$ cat src/rtl/disaster_alert_ctrl.sv
// Four-hazard alert controller: raw hazard conditions are persistence-filtered
// and hysteresis-cleared per hazard, with per-hazard acknowledgeable pending
// flags driving the buzzer and a saturating count of alarm events.
module disaster_alert_ctrl #(
  parameter int unsigned W      = 2,
  parameter int unsigned TH_HI  = 3,
  parameter int unsigned TH_MID = 2,
  parameter int unsigned HOLD   = 4,
  parameter int unsigned CLEAR  = 8,
  parameter int unsigned EVT_W  = 8
) (
  input  logic             clk,
  input  logic             rst_n,
  input  logic [W-1:0]     r,
  input  logic [W-1:0]     s,
  input  logic [W-1:0]     w,
  input  logic [W-1:0]     l,
  input  logic             mode,
  input  logic [3:0]       ack,
  output logic             flood_led,
  output logic             cyclone_led,
  output logic             earthquake_led,
  output logic             tsunami_led,
  output logic [3:0]       pending,
  output logic             buzzer,
  output logic [EVT_W-1:0] event_count
);

  localparam int unsigned MAXHC = (HOLD > CLEAR) ? HOLD : CLEAR;
  localparam int unsigned CW    = $clog2(MAXHC) + 1;
  localparam int unsigned SW    = EVT_W + 3;

  localparam logic [W-1:0]     HI         = W'(TH_HI);
  localparam logic [W-1:0]     MID        = W'(TH_MID);
  localparam logic [CW-1:0]    CNT_ONE    = CW'(1);
  localparam logic [CW-1:0]    HOLD_LAST  = CW'(HOLD - 1);
  localparam logic [CW-1:0]    CLEAR_LAST = CW'(CLEAR - 1);
  localparam logic [EVT_W-1:0] EVT_MAX    = '1;

  typedef enum logic [1:0] {
    IDLE     = 2'd0,
    PENDING  = 2'd1,
    ALARM    = 2'd2,
    CLEARING = 2'd3
  } state_e;

  logic [3:0]       cond;
  state_e           state_q [4];
  state_e           state_d [4];
  logic [CW-1:0]    cnt_q   [4];
  logic [CW-1:0]    cnt_d   [4];
  logic [3:0]       enter;
  logic [3:0]       led_q, led_d;
  logic [3:0]       pending_q, pending_d;
  logic [EVT_W-1:0] evt_q, evt_d;
  logic [2:0]       n_enter;
  logic [SW-1:0]    evt_sum;

  // Raw hazard conditions from the current sensor levels, bit order {tsu,eq,cyc,flood}
  always_comb begin
    cond    = '0;
    cond[0] = (r >= HI) && (l >= MID);
    cond[1] = (w >= HI) && (r >= MID);
    cond[2] = (s >= HI);
    cond[3] = mode && (s >= MID) && (l >= HI);
  end

  // Per-hazard filter FSMs plus pending, LED and event-count next state
  always_comb begin
    n_enter = '0;
    for (int unsigned i = 0; i < 4; i++) begin
      state_d[i] = state_q[i];
      cnt_d[i]   = cnt_q[i];
      enter[i]   = 1'b0;
      case (state_q[i])
        IDLE: begin
          if (cond[i]) begin
            cnt_d[i] = CNT_ONE;
            if (HOLD == 1) begin
              state_d[i] = ALARM;
              enter[i]   = 1'b1;
            end else begin
              state_d[i] = PENDING;
            end
          end
        end
        PENDING: begin
          if (!cond[i]) begin
            state_d[i] = IDLE;
            cnt_d[i]   = '0;
          end else if (cnt_q[i] == HOLD_LAST) begin
            state_d[i] = ALARM;
            enter[i]   = 1'b1;
          end else begin
            cnt_d[i] = cnt_q[i] + CNT_ONE;
          end
        end
        ALARM: begin
          if (!cond[i]) begin
            cnt_d[i]   = CNT_ONE;
            state_d[i] = (CLEAR == 1) ? IDLE : CLEARING;
          end
        end
        CLEARING: begin
          if (cond[i]) begin
            state_d[i] = ALARM;
            cnt_d[i]   = '0;
          end else if (cnt_q[i] == CLEAR_LAST) begin
            state_d[i] = IDLE;
            cnt_d[i]   = '0;
          end else begin
            cnt_d[i] = cnt_q[i] + CNT_ONE;
          end
        end
        default: begin
          state_d[i] = IDLE;
          cnt_d[i]   = '0;
        end
      endcase
      led_d[i]     = (state_d[i] == ALARM) || (state_d[i] == CLEARING);
      // A new alarm outranks an acknowledge on the same edge
      pending_d[i] = enter[i] | (pending_q[i] & ~ack[i]);
      n_enter      = n_enter + 3'(enter[i]);
    end
    evt_sum = SW'(evt_q) + SW'(n_enter);
    evt_d   = (evt_sum > SW'(EVT_MAX)) ? EVT_MAX : evt_sum[EVT_W-1:0];
  end

  // State, counters and registered outputs
  always_ff @(posedge clk or negedge rst_n) begin
    if (!rst_n) begin
      for (int unsigned i = 0; i < 4; i++) begin
        state_q[i] <= IDLE;
        cnt_q[i]   <= '0;
      end
      led_q     <= '0;
      pending_q <= '0;
      evt_q     <= '0;
    end else begin
      for (int unsigned i = 0; i < 4; i++) begin
        state_q[i] <= state_d[i];
        cnt_q[i]   <= cnt_d[i];
      end
      led_q     <= led_d;
      pending_q <= pending_d;
      evt_q     <= evt_d;
    end
  end

  assign flood_led      = led_q[0];
  assign cyclone_led    = led_q[1];
  assign earthquake_led = led_q[2];
  assign tsunami_led    = led_q[3];
  assign pending        = pending_q;
  assign buzzer         = |pending_q;
  assign event_count    = evt_q;

endmodule

$ cat config.mk
export PLATFORM = sky130hd
export DESIGN_NAME = disaster_alert_ctrl
export DESIGN_NICKNAME = d
export VERILOG_FILES = /design/src/rtl/disaster_alert_ctrl.sv
export SDC_FILE = /design/constraint.sdc
export NUM_CORES = 1
export LEC_CHECK = 0
export CORE_MARGIN = 5
export CORE_UTILIZATION = 50
export DETAILED_ROUTE_END_ITERATION = 16
export PLACE_DENSITY = 0.74
export SLEW_MARGIN = 20
export SYNTH_ARGS = -nofsm -noshare
export SYNTH_HDL_FRONTEND = slang
export SYNTH_SLANG_ARGS = --single-unit
$ cat constraint.sdc
create_clock -name clk -period 5.8 [get_ports clk]
set_input_delay 0.58 -clock clk [delete_from_list [all_inputs] [get_ports clk]]
set_output_delay 0.58 -clock clk [all_outputs]
set_load 0.05 [all_outputs]
==> results of run 1 <==
-- cell usage after synthesis, types with 5 or more instances --
cell type	count
a21oi_1	5
dfrtp_1	37
ha_1	6
inv_1	15
nand2_1	23
nand3_1	12
nand3b_1	5
nand4b_1	5
nor2_1	11
nor2b_1	6
o21ai_0	23
xnor2_1	7
-- state kept, by name, indices dropped and copies added (netlist names) --
signal and flops:
cnt_q 16, event_count 8, led_q 4, pending 4, state_q 5
-- critical path: cells and delay by family --
family,cells,cell delay (ns)
adder cells (fa/ha/maj),3,0.94
AND/OR/NAND/NOR,5,1.02
buffers and inverters,3,0.67
XOR/XNOR,1,0.18
-- power breakdown --
part | leakage, uW | switching (uW) | internal (uW)
registers | 0.000466 | 98.2 | 317
logic | 0.000703 | 175 | 168
clock network | 0.0000439 | 97.3 | 83.0
total | 0.00121 | 370 | 568
-- layout by cell type, fill, tap and decap left out, types with 4 or more instances in the layout --
cell type / n
a21oi_1: 5
a22o_1: 4
and2_1: 4
and3_1: 4
and3b_1: 4
clkbuf_8: 5
clkdlybuf4s50_1: 30
dfrtp_1: 37
ha_1: 6
inv_1: 15
nand2_1: 23
nand3_1: 12
nand3b_1: 5
nand4_1: 4
nand4b_1: 5
nor2_1: 11
nor2b_1: 6
nor3_1: 4
o21ai_0: 23
xnor2_1: 7
-- layer usage --
metal / vias to the layer above / global-route usage (%) / share of wire, %
met1: 892 / 24.4 / 51
met2: 28 / 25.1 / 44
met5: - / 0 / 0
met4: 0 / 4.64 / 1.1
li1: 934 / - / -
met3: 5 / 4.92 / 3.4
-- per-stage QoR --
| step | cell area (um2) | utilization (%) | std cells | hold slack [ns] | total power [uW] |
|---|---|---|---|---|---|
| 2_1_floorplan | 2260 | - | 241 | 0.284 | 673 |
| 3_3_place_gp | 2580 | 59.3 | 314 | 0.497 | 756 |
| 3_5_place_dp | 2580 | 59.3 | 314 | 0.500 | 763 |
| 4_1_cts | 2670 | 61.3 | 322 | 0.403 | 947 |
| 5_1_grt | 2670 | 61.3 | 322 | 0.447 | 1020 |
| 6_report | 2670 | 61.3 | 322 | 0.372 | 939 |
-- worst max path at each step --
stage	start	to	slack [ns]	cells past startpoint
floorplan	cnt_q[12]	event_count[1]	3.05	12
global placement	l[1]	event_count[1]	2.39	12
detailed placement	l[1]	event_count[1]	2.31	12
CTS	l[1]	event_count[1]	2.60	12
global route	l[1]	event_count[1]	2.44	12
finish	l[1]	event_count[1]	2.62	12
-- cell families after synthesis --
family                     Yosys count  synth area share (%)
AOI/OAI and AO/OA                   60                  18.2
xor gates and xnor gates            11                  4.60
adders and majority gates            8                  5.10
buffers and inverters               25                  4.38
DFF                                 37                  41.0
muxes                                5                  2.33
and+or+nand+nor                     95                  24.3
-- cell type report --
type / instances / area, um2
multi-input cells: 179 / 1230
flip-flops and latches: 37 / 926
fillers: 372 / 1680
well taps: 52 / 65.1
inverters: 15 / 56.3
clock inverters: 3 / 17.5
clock buffers: 5 / 68.8
repair buffers: 31 / 305
==> out/metrics.csv, run 1 <==
metric,value,unit
Area Growth Syn to Fin,18.4,%
sequential element share of the synthesized area,41.0,%
diodes inserted,0,
Worst-path clk slew,0.09,ns
final setup violating endpoints,0,
"Critical Path, Cell by Cell",clkdlybuf4s50_1 -> and4b_1 -> nand3_1 -> xnor2_1 -> ha_1 -> inv_1 -> fa_1 -> inv_1 -> fa_1 -> and3_1 -> nand3_1 -> nand2b_1,
core area,4350,um2
Setup Buffers After CTS,0,
skew final,0.0118,ns
status,completed,
dpl hpwl,3440,um
Clock Sinks,37,
power per cell area,352,nW/um2
Crit. End Element,register,
pre-CTS WS,2.31,ns
Via density,5.77,
vias in the first global route,1753,
Final nets,292,
CTS buffer count,5,
Setup Crit Path Kind,primary input to register,
"Avg Cell Area, Syn",9.36,um2
Max-Cap Viols,0,
final hold vios,0,
Port-buffer cells,31,
worst setup margin,2.62,ns
Worst R2R Setup Slack,2.70,ns
CP arrival,3.41,ns
first-pass GRT wire length,8290,um
worst-path cell with the longest stage delay,clkdlybuf4s50_1,
worst path required time,6.03,ns
global route total overflow,0,
Max Root-Sink Buffers,2,
static leakage,0.00121,uW
Die ar.,5960,um2
gr usage total,17.0,%
post-route ant nets,0,
"flops & latches, synth",37,
CTS tree,yes,
"Primary FF master, synth",dfrtp_1,
r2r endpoint,event_count[1],
H-tree Lvls,2,
initial core utilization,51.8,%
post-route clock period utilization,54.9,%
CP peak stage delay,0.54,ns
R2R cell count,12,
Final Max Tran Viols,0,
Hold Buf Count CTS,0,
initial antenna violation count,0,
"EDFF count, synth",0,
routability cong.,0.806,
TNS Setup,0,ns
drt wl/cell,14.7,um
Max Clock Freq,314,MHz
share of the synthesized area in the top cell type,41.0,%
Post-Route WL,4740,um
Synth async-reset ratio,100,%
slew of the pin with the lowest slew margin,0.818,ns
Synth Cell Area,2260,um2
Synth area leader,dfrtp_1,
syn nets,264,
# IOs,32,
clk_lat worst skew,0.30,ns
RSZ-0062 raised after global routing,false,
cts repair resizes,0,
fin crit period,3.18,ns
die height,77.2,um
DRC violations left,0,
CTS root buf,clkbuf_8,
DR iter-0 viols,117,
Slew HR,45.4,%
maximum vdd drop,145,uV
share of layout cells above drive strength 1,6.30,%
row count,24,
ranking of synthesized cells by area,"dfrtp_1 (41%), o21ai_0 (5.1%), nand2_1 (3.8%), ha_1 (3.3%), xnor2_1 (2.7%)",
Netlist cell types,56,
synthesized instance count,241,
number of synthesis warnings,0,
reg-to-reg startpoint,cnt_q[12],
routed vias,1859,
Die X,77.2,um
router iterations before antenna repair,4,
crit-path max FO,6,
HP Class,primary input to async pin,
largest net degree at the start of global routing,38,
CP Launch Type,primary input,
(Power assumes the default switching activity.)
==> run 2: changes to the inputs <==
==> constraint.sdc (replaced) <==
create_clock -name clk -period 3.1 [get_ports clk]
set_input_delay 0.31 -clock clk [delete_from_list [all_inputs] [get_ports clk]]
set_output_delay 0.31 -clock clk [all_outputs]
set_load 0.05 [all_outputs]
==> out/metrics.csv, run 2 (synthesis results as in run 1) <==
metric,value,unit,change
met3 Use GR,3.51,%,was 4.92%
H-tree Lvls,2,,unchanged
CTS root buf,clkbuf_8,,unchanged
Final Max Tran Viols,0,,unchanged
largest net degree at the start of global routing,38,,unchanged
Area Growth Syn to Fin,21.7,%,was 18.4%
RSZ-0062 raised after global routing,false,,unchanged
row count,24,,unchanged
global routing usage on met2,26.4,%,was 25.1%
dpl hpwl,3650,um,was 3440 um
global route total overflow,0,,unchanged
# IOs,32,,unchanged
router iterations before antenna repair,4,,unchanged
power per cell area,661,nW/um2,was 352 nW/um2
gr usage total,17.8,%,was 17.0%
flip-flop count of the largest register after layout,16,,unchanged
post-route clock period utilization,91.4,%,
initial core utilization,51.8,%,unchanged
Most Crowded Layer GR,met2,,unchanged
Hold WS,0.0972,ns,was 0.372 ns
share of layout cells above drive strength 1,9.35,%,was 6.30%
DR iter-0 viols,117,,unchanged
HP Class,primary input to async pin,,unchanged
Max-Cap Viols,0,,unchanged
Max Clock Freq,353,MHz,
GR Layer Usage met1,25.4,%,was 24.4%
drt wl/cell,15.4,um,was 14.7 um
skew final,0.0134,ns,was 0.0118 ns
die height,77.2,um,unchanged
Die ar.,5960,um2,unchanged
final setup violating endpoints,0,,unchanged
post-route ant nets,0,,unchanged
Placed Cells,322,,was 314
Final nets,300,,was 292
Setup Buffers After CTS,0,,unchanged
Worst-path clk slew,0.08,ns,was 0.09 ns
Crit. End Element,register,,unchanged
fin crit period,2.83,ns,
Post-Route WL,5070,um,was 4740 um
"most common cell after layout, fill and taps aside",dfrtp_1,,unchanged
CTS buffer count,5,,unchanged
Via density,5.87,,was 5.77
DRC violations left,0,,unchanged
static leakage,0.00126,uW,was 0.00121 uW
status,completed,,unchanged
routability cong.,0.805,,was 0.806
initial antenna violation count,0,,unchanged
Pwr Total,1820,uW,was 939 uW
diodes inserted,0,,unchanged
Setup Crit Path Kind,register to register,,was primary input to register
Max Root-Sink Buffers,2,,unchanged
clk_lat worst skew,0.30,ns,about the same
Slew HR,46.2,%,was 45.4%
vias in the first global route,1871,,was 1753
most frequent cells in the layout,"dfrtp_1 (37), clkdlybuf4s50_1 (30), nand2_1 (23), o21ai_0 (23), inv_1 (15)",,unchanged
worst path required time,3.27,ns,was 6.03 ns
slew of the pin with the lowest slew margin,0.807,ns,was 0.818 ns
cts repair resizes,0,,unchanged
TNS Setup,0,ns,unchanged
Hold Buf Count CTS,0,,unchanged
first-pass GRT wire length,8650,um,was 8290 um
CTS tree,yes,,unchanged
Clock Sinks,37,,unchanged
maximum vdd drop,347,uV,was 145 uV
final cell count without fillers,330,,was 322
Die X,77.2,um,unchanged
final hold vios,0,,unchanged
Port-buffer cells,31,,unchanged
CP arrival,3.01,ns,was 3.41 ns
R2R cell count,12,,unchanged
routed vias,1936,,was 1859
"Most flops, register",cnt_q,,unchanged
CP Launch Type,register,,was primary input
core area,4350,um2,unchanged
crit-path max FO,5,,was 6
[run 2: cell count changes in the layout (fill, tap and decap cells not counted), sizes merged]
| cell | previous run | this run |
|---|---|---|
| buf | 1 | 9 |
| clkbuf | 5 | 6 |
| clkinvlp | 1 | 0 |
[run 2: where the power goes]
part           leakage, uW  total (uW)  internal [uW]  switching (uW)
logic             0.000741         681            333             349
clock network    0.0000512         368            180             188
registers         0.000466         766            593             173
[run 2: final timing paths]
kind | slack (ns) | from | to
max | 0.27 | cnt_q[12] | event_count[6]
min | 0.1 | rst_n | cnt_q[3]
max reg2reg | 0.27 | cnt_q[12] | event_count[6]
min reg2reg | 0.54 | cnt_q[1] | cnt_q[1]
max in group asynchronous | 2.48 | rst_n | state_q[4]
min in group clk | 0.54 | cnt_q[1] | cnt_q[1]
[run 2: per-stage QoR]
stage / setup WS, ns / util, % / instance area (um2)
6_report: 0.265 / 63.0 / 2750
2_1_floorplan: 0.350 / - / 2260
3_3_place_gp: 0.145 / 60.7 / 2640
3_5_place_dp: 0.0534 / 60.7 / 2640
5_1_grt: 0.0361 / 63.0 / 2750
4_1_cts: 0.224 / 62.9 / 2740
[run 2: layout make-up]
| cell class | count | area, um2 |
|---|---|---|
| clock buffers | 6 | 82.6 |
| repair buffers | 39 | 365 |
| inverters | 15 | 56.3 |
| well taps | 52 | 65.1 |
| clock inverters | 2 | 13.8 |
| multi-input cells | 179 | 1240 |
| fillers | 380 | 1610 |
| flip-flops and latches | 37 | 926 |
[run 2: metal layers]
| layer | vias to the layer above | share of wire [%] |
|---|---|---|
| met5 | - | 0 |
| met4 | 0 | 1.6 |
| met3 | 9 | 4.6 |
| met2 | 52 | 45 |
| met1 | 927 | 49 |
| li1 | 948 | - |
[run 2: critical path: stages (launching register included)]
cell and delay [ns]:
dfrtp_1 0.44, ha_1 0.22, nor3b_2 0.21, nand3_1 0.15
xnor2_1 0.16, ha_1 0.27, inv_1 0.05, fa_1 0.43
inv_1 0.08, fa_1 0.24, and3_1 0.23, nor2b_1 0.16
a21oi_1 0.07
